### config.mk
export PLATFORM = sky130hd
export DESIGN_NAME = cascade_time_counter
export DESIGN_NICKNAME = d
export VERILOG_FILES = /design/src/rtl/cascade_time_counter.sv
export SDC_FILE = /design/constraint.sdc
export NUM_CORES = 1
export LEC_CHECK = 0
export BUFFER_PORTS_ARGS = -buffer_cell sky130_fd_sc_hd__buf_2
export CAP_MARGIN = 20
export CORE_ASPECT_RATIO = 0.5
export CORE_MARGIN = 5
export CORE_UTILIZATION = 30
export CTS_CLUSTER_DIAMETER = 100
export DETAILED_ROUTE_END_ITERATION = 8
export PLACE_DENSITY = 0.52
export SLEW_MARGIN = 25
export SYNTH_ARGS = -nofsm -noshare
export SYNTH_HDL_FRONTEND = slang
export SYNTH_SLANG_ARGS = --single-unit
### constraint.sdc
create_clock -name clock -period 3.38 [get_ports clock]
set_clock_uncertainty 0.1 [all_clocks]
set_input_delay 0 -clock clock [delete_from_list [all_inputs] [get_ports clock]]
set_output_delay 0 -clock clock [all_outputs]
set_load 0.02 [all_outputs]
### src/rtl/cascade_time_counter.sv
`timescale 1ns/1ps
// Cascaded up/down time counter: prescaler tick advances LEVELS wrapping fields; value/tick/carry/wrap/alarm are registered, one cycle after the event.
// Backpressure: a load is taken when load_valid & load_ready; load_ready then drops for one cycle, and a load overrides a same-cycle tick.
module cascade_time_counter #(
  parameter int CLK_FREQ = 1000000,
  parameter int TICK_HZ  = 1,
  parameter int LEVELS   = 3,
  parameter int DIGIT_W  = 6,
  parameter logic [LEVELS*DIGIT_W-1:0] LIMITS = {6'd24, 6'd60, 6'd60}
) (
  input  logic                      clock,
  input  logic                      reset,
  input  logic                      enabled,
  input  logic                      down,
  input  logic                      load_valid,
  output logic                      load_ready,
  input  logic [LEVELS*DIGIT_W-1:0] load_value,
  input  logic                      alarm_en,
  input  logic [LEVELS*DIGIT_W-1:0] alarm_value,
  output logic [LEVELS*DIGIT_W-1:0] value,
  output logic                      tick,
  output logic [LEVELS-1:0]         carry,
  output logic                      wrap,
  output logic                      alarm
);

  localparam int DIV = (CLK_FREQ / TICK_HZ < 1) ? 1 : CLK_FREQ / TICK_HZ;
  localparam int PW  = (DIV > 1) ? $clog2(DIV) : 1;
  localparam int VW  = LEVELS * DIGIT_W;
  localparam logic [PW-1:0] PS_LAST = PW'(DIV - 1);

  logic [PW-1:0]      prescaler;
  logic               armed;
  logic               ps_tick;
  logic               load_fire;
  logic               step_evt;
  logic               chain;
  logic               term;
  logic [DIGIT_W:0]   lim;
  logic [DIGIT_W:0]   lim_m1;
  logic [DIGIT_W-1:0] fld;
  logic [DIGIT_W-1:0] ld_fld;
  logic [VW-1:0]      tick_val;
  logic [VW-1:0]      load_val;
  logic [VW-1:0]      value_nxt;
  logic [LEVELS-1:0]  carry_nxt;

  always_comb begin
    load_fire = load_valid & load_ready;
    ps_tick   = enabled & armed & (prescaler == PS_LAST);
    chain     = 1'b1;
    term      = 1'b0;
    lim       = '0;
    lim_m1    = '0;
    fld       = '0;
    ld_fld    = '0;
    tick_val  = value;
    load_val  = '0;
    carry_nxt = '0;
    for (int i = 0; i < LEVELS; i++) begin
      // A limit field of zero encodes the full 2^DIGIT_W range.
      lim    = {(LIMITS[i*DIGIT_W +: DIGIT_W] == '0), LIMITS[i*DIGIT_W +: DIGIT_W]};
      lim_m1 = lim - 1'b1;
      fld    = value[i*DIGIT_W +: DIGIT_W];
      if (down)
        term = (fld == '0) || ({1'b0, fld} >= lim);
      else
        term = ({1'b0, fld} >= lim_m1);
      if (chain) begin
        if (down)
          tick_val[i*DIGIT_W +: DIGIT_W] = term ? lim_m1[DIGIT_W-1:0] : fld - 1'b1;
        else
          tick_val[i*DIGIT_W +: DIGIT_W] = term ? '0 : fld + 1'b1;
      end
      carry_nxt[i] = chain & term;
      chain        = chain & term;
      ld_fld       = load_value[i*DIGIT_W +: DIGIT_W];
      load_val[i*DIGIT_W +: DIGIT_W] = ({1'b0, ld_fld} < lim) ? ld_fld : '0;
    end
    step_evt  = load_fire | ps_tick;
    value_nxt = load_fire ? load_val : (ps_tick ? tick_val : value);
  end

  // The prescaler starts on the edge after load_ready first rises, so the
  // first tick lands DIV edges after that point.
  always_ff @(posedge clock or posedge reset) begin
    if (reset) begin
      prescaler  <= '0;
      armed      <= 1'b0;
      load_ready <= 1'b0;
      value      <= '0;
      tick       <= 1'b0;
      carry      <= '0;
      wrap       <= 1'b0;
      alarm      <= 1'b0;
    end else begin
      armed      <= 1'b1;
      load_ready <= ~load_fire;
      value      <= value_nxt;
      if (load_fire || ps_tick)
        prescaler <= '0;
      else if (enabled && armed)
        prescaler <= prescaler + 1'b1;
      tick  <= ps_tick & ~load_fire;
      carry <= (ps_tick & ~load_fire) ? carry_nxt : '0;
      wrap  <= ps_tick & ~load_fire & (&carry_nxt);
      alarm <= alarm_en & step_evt & (value_nxt != value) & (value_nxt == alarm_value);
    end
  end

endmodule

**Word-level counts from Yosys, hierarchy flattened**

Cells that the tools add are included.

- Equality and inequality tests: 3
- Mux-type cells: 22
- $lt $le $gt $ge: 9
- Reduce and logical (&&, ||, !) cells: 10
- Bitwise operators: 12
- $add $sub $neg: 7

Operators by type and width:

| kind | number |
|---|---|
| 6-bit two-way mux | 14 |
| 20-bit two-way mux | 2 |
| 18-bit two-way mux | 2 |
| 6-bit >= comparator, second input constant | 4 |
| 20-bit by 1-bit adder with 20-bit output, second input constant | 1 |
| 20-bit == test, second input constant | 1 |
| 6-bit by 1-bit adder with 6-bit output, second input constant | 3 |
| 18-bit == test | 1 |
| 6-bit zero test | 3 |
| 18-bit inequality test | 1 |
| 6-bit by 1-bit subtractor with 6-bit output, second input constant | 3 |
| 6-bit by 5-bit >= comparator with 1-bit output, second input constant | 2 |
| 6-bit < comparator, second input constant | 2 |
| 1-bit AND | 10 |
| 6-bit by 5-bit < comparator with 1-bit output, second input constant | 1 |
| 1-bit logical OR | 4 |
| 1-bit two-way mux | 3 |
| 3-bit two-way mux | 1 |
| 3-bit AND reduction | 1 |
| 2-bit nonzero test | 1 |
| 1-bit logical AND | 1 |
| 1-bit NOT | 1 |
| 1-bit bitwise OR | 1 |

- Register bits: 46
- Output and inout bits: 25
- Word-level logic and storage cells: 71

**Logic depth before layout (Yosys ltp)**

- Word-level depth: 11
- Mapped depth: 12

**Least setup slack after synthesis**

No wires, ideal clock.

- Kind: register to register
- Start: register value[7]
- End: register alarm
- Arrival: 2.855 ns
- Cell stages (with the launch flop): 12
- Slack: 0.326 ns
- Period minus slack after synthesis: 3.054 ns
- Setup time: 0.099 ns
- Cell sequence: dfrtp_1 clkbuf_1 inv_1 ha_1 or4b_1 o211a_1 a21oi_1 a211oi_1 or3_1 xnor2_1 nor2_1 a311oi_1

- Elaborated cells between the ends (all ways): 19
- Classes of those cells: add/sub: 2; order compare: 2; eq/ne: 2; mux: 8; bitwise: 3; reduce/logical: 2

RTL lines:

| item | line | text |
|---|---|---|
| start: declaration | 20 | `output logic [LEVELS*DIGIT_W-1:0] value,` |
| start signal: assignment | 99 | `value <= value_nxt;` |
| 6-bit >= comparator / 6-bit zero test (equally long branches) | 66 | `term = (fld == '0) \|\| ({1'b0, fld} >= lim);` |
| 1-bit logical OR | 66 |  |
| 1-bit two-way mux (*) | 65 | `if (down)` |
| 1-bit AND (*) | 76 | `chain = chain & term;` |
| 6-bit two-way mux (*) | 69 | `if (chain) begin` |
| 18-bit two-way mux (*) (2 in series) | 81 | `value_nxt = load_fire ? load_val : (ps_tick ? tick_val : value);` |
| net value_nxt[14] | 45 | `logic [VW-1:0] value_nxt;` |
| 18-bit inequality test | 107 | `alarm <= alarm_en & step_evt & (value_nxt != value) & (value_nxt == alarm_value);` |
| 1-bit AND | 107 |  |
| 1-bit AND (*) | 107 |  |
| end signal: assignment | 107 |  |
| end: declaration | 24 | `output logic alarm` |

Mark *: on every way through the listed nets, which the timed path passes. The rest lies on a longest branch.
A chain may end at the register's enable or synchronous reset.

**Final worst setup path**

- Start: register value[0]
- End: register alarm

- Word-level cells in the longest chain between the ends: 10
- Elaborated cells between the ends (all ways): 19
- Classes of those cells: add/sub: 2; order compare: 2; eq/ne: 2; mux: 8; bitwise: 3; reduce/logical: 2

Ends and longest elaborated chain:

| item | line | text |
|---|---|---|
| 6-bit >= comparator / 6-bit zero test (equally long branches) | 66 |  |
| 1-bit logical OR | 66 |  |
| 1-bit two-way mux | 65 |  |
| 6-bit two-way mux, or another cell as far along | 73 | `tick_val[i*DIGIT_W +: DIGIT_W] = term ? '0 : fld + 1'b1;` |
| 6-bit two-way mux, on equally long branches | 70, 69 |  |
| 18-bit two-way mux (2 in series) | 81 |  |
| 18-bit inequality test | 107 |  |
| 1-bit AND | 107 |  |
| 1-bit AND (*) | 107 |  |

Mark *: on every way between the ends. The rest lies on a longest branch, timed or not.

==> results.toml <==
[sta]
worstMarginPinSlew_ns = 0.649
finalCritPeriodShare_pct = 94.0
finalSetupViolCount = 0
slew_violations = 0
slew_headroom_pct = 56.6
fin_tns_setup_ns = 0
min_period_ns = 3.18
fin_hold_ws_ns = 0.00583
hold_viol = 0
final.setup.worst_slack_ns = 0.204
rsz0062_at_grt = "false"
max_freq_mhz = 315

[logic_synthesis]
syn_inst = 575
ys_dominant_reg_cell = "dfrtp_1"
yosysMostFrequentCell = "nor2_1"
synth_edf_count = 0
ys_ff_latch = 46
synth_top_area_share_pct = 25.8
syn_area_per_cell_um2 = 7.76
async_flop_share_pct = 100
yosysUniqueCellTypes = 80
synthTopCellsByArea = "dfrtp_1 26%, xnor2_1 5.3%, a21oi_1 4.6%"
syn_nets = 628
synth_area_um2 = 4460
ys_seq_area_share_pct = 25.8
ys_top_cells_by_count = "53 x nor2_1, 48 x nand2_1, 46 x dfrtp_1"
synth_area_leader_cell = "dfrtp_1"
synth_warnings = 0

[cells_and_area]
diodes = 0
fin_nets = 703
fin_area_um2 = 5340
drive_above_1_share_pct = 19.0
nFillCells = 1545
syn2layout_area_growth_pct = 19.8
multi_input_area_um2 = 3060
register_area_um2 = 1150
final_core_util_pct = 36.8

[power_and_ir_drop]
switching_power_uw = 792
vdd_drop_max_mv = 0.204
p_seq_share_pct = 31.8
power_density_nw_per_um2 = 368
clockPowerShare_pct = 26.0
intPower_uw = 1180
switching_share_pct = 40.3
p_comb_share_pct = 42.2
power_leakage_uw = 0.00226

[die]
core_area_um2 = 14500
rows = 31
ios = 67
initial_core_util_pct = 30.7
die_area_um2 = 17600
die_width_um = 182
die_h_um = 96.2

[critical_path]
max_stage_delay_ns = 0.47
cp-end-kind = "register"
r2r_slack_ns = 0.20
worstPathRequired_ns = 3.48
crit_chain = "inv_1, ha_1, inv_1, o311ai_4, buf_4, and3_1, a31oi_1, and3_1, nor4_1, nand4b_1, a311oi_1"
arrival_ns = 3.28
crit_type = "register to register"
crit_fanout = 9
crit_path_start_kind = "register"
cpMaxStageDelayCell = "dfrtp_1"

[route]
drtIter0Drc = 506
vias = 4802
firstDrtPassIters = 6
final_antenna_net_count = 0
wl_per_cell_um = 18.4
drt-total-wl_um = 15600
drc_errors = 0
via_per_inst = 5.66

[grt]
grt_first_pass_wirelength_um = 24400
first_global_vias = 4429
antenna_found_initial = 0
grt-ovfl-total = 0
grt.total_usage_pct = 17.4
grt_max_degree = 47

[clock_network]
cts_sinks = 46
clock-root-buffer = "clkbuf_16"
cts_tree = "built"
cts_buffers = 5
clockBufferDepth = 2
htreeDepth = 2
clkLatencyLatePin_ns = 0.30
path_clk_slew_ns = 0.08

[run_status]
status = "complete, no violations"

[flow_run]
maxCapViolCount = 0

[placed_design]
dpl.hpwl_um = 11700
portBuffers = 66
place_ws_ns = 0.163
gp_congestion = 0.876
place_area_um2 = 5100

[min_path]
worst_hold_path_type = "input port to register"
==> per-layer routing <==
| layer | up-vias | wire, um | part of all wire [%] | GRT usage [%] |
|---|---|---|---|---|
| met5 | - | 0 | 0 | 0 |
| met4 | 0 | 229 | 1.5 | 3.68 |
| met3 | 16 | 1140 | 7.3 | 3.36 |
| met2 | 190 | 6800 | 44 | 27.7 |
| met1 | 2291 | 7440 | 48 | 24.7 |
| li1 | 2305 | - | - | - |
==> per-stage QoR <==
| stage | total power [uW] | cells |
|---|---|---|
| after detailed placement | 1440 | 832 |
| after global placement | 1450 | 832 |
| after floorplan | 1180 | 575 |
| final | 1970 | 849 |
| after CTS | 1970 | 848 |
| after global routing | 2090 | 849 |
==> power groups by stage <==
stage / Clock (uW) / Sequential [uW] / Combinational, uW
2_1_floorplan: 0 / 663 / 517
3_3_place_gp: 0 / 637 / 809
3_5_place_dp: 0 / 636 / 806
4_1_cts: 524 / 626 / 816
5_1_grt: 553 / 632 / 900
6_report: 511 / 626 / 831
==> logic make-up after synthesis <==
family / share of synthesized area, %
AOI/OAI and AO/OA: 27.9
muxes: 0.673
DFF: 25.8
adders and majority gates: 3.09
and+or+nand+nor: 27.0
xor gates and xnor gates: 9.62
buffers and inverters: 5.78
other: 0.0841
==> registers in the layout, summed over array words and instances (netlist names) <==
| signal | count |
|---|---|
| alarm | 1 |
| tick | 1 |
| carry | 3 |
| value | 18 |
| load_ready | 1 |
| wrap | 1 |
| armed | 1 |
| prescaler | 20 |
==> worst max-delay path, delay by kind of cell (launching register included) <==
family	cells	cell delay (ns)
buffers and inverters	3	0.48
and+or+nand+nor	4	0.98
AOI/OAI and AO/OA	3	0.89
adders and majority gates	1	0.17
DFF	1	0.47
==> placed cells by master, fill, tap and decap left out, types with 7 or more instances in the layout <==
cell type / count
xnor2_1: 27
a31oi_1: 15
and2_1: 9
nand2_1: 48
inv_1: 22
nand4_1: 14
o211ai_1: 8
nand3_1: 23
a211oi_1: 9
buf_4: 32
ha_1: 11
dfrtp_1: 46
nor4_1: 8
dlygate4sd3_1: 8
and3_1: 14
xor2_1: 22
o2111ai_1: 7
nor3_1: 17
nor2_1: 53
o21ai_0: 20
buf_2: 66
a21oi_1: 40
==> area by class of cell <==
class,instances,area share (%)
repair buffers,106,12.2
clock buffers,6,2.41
multi-input cells,467,57.2
flip-flops and latches,46,21.5
well taps,198,4.64
clock inverters,2,0.258
inverters,24,1.73
==> timing repair <==
item                                   4_1_cts  5_1_grt
setup endpoints to repair                    0        1
endpoints found under the hold margin       53        0
hold buffers                                 8        0
gates resized for setup                      0        3
setup buffers                                0        1
==> worst paths after layout <==
| path | start | endpoint | cells after the start |
|---|---|---|---|
| hold reg to reg | prescaler[19]$_DFFE_PP0P_ | prescaler[19]$_DFFE_PP0P_ | 2 |
| setup reg to reg | value[0]$_DFF_PP0_ | alarm$_DFF_PP0_ | 11 |
| min in group asynchronous | reset | armed$_DFF_PP0_ | 3 |
| setup / recovery | value[0]$_DFF_PP0_ | alarm$_DFF_PP0_ | 11 |
| max in group asynchronous | reset | value[14]$_DFF_PP0_ | 3 |
| hold / removal | alarm_en | alarm$_DFF_PP0_ | 5 |
No activity file was read; power rests on OpenSTA's default activity.
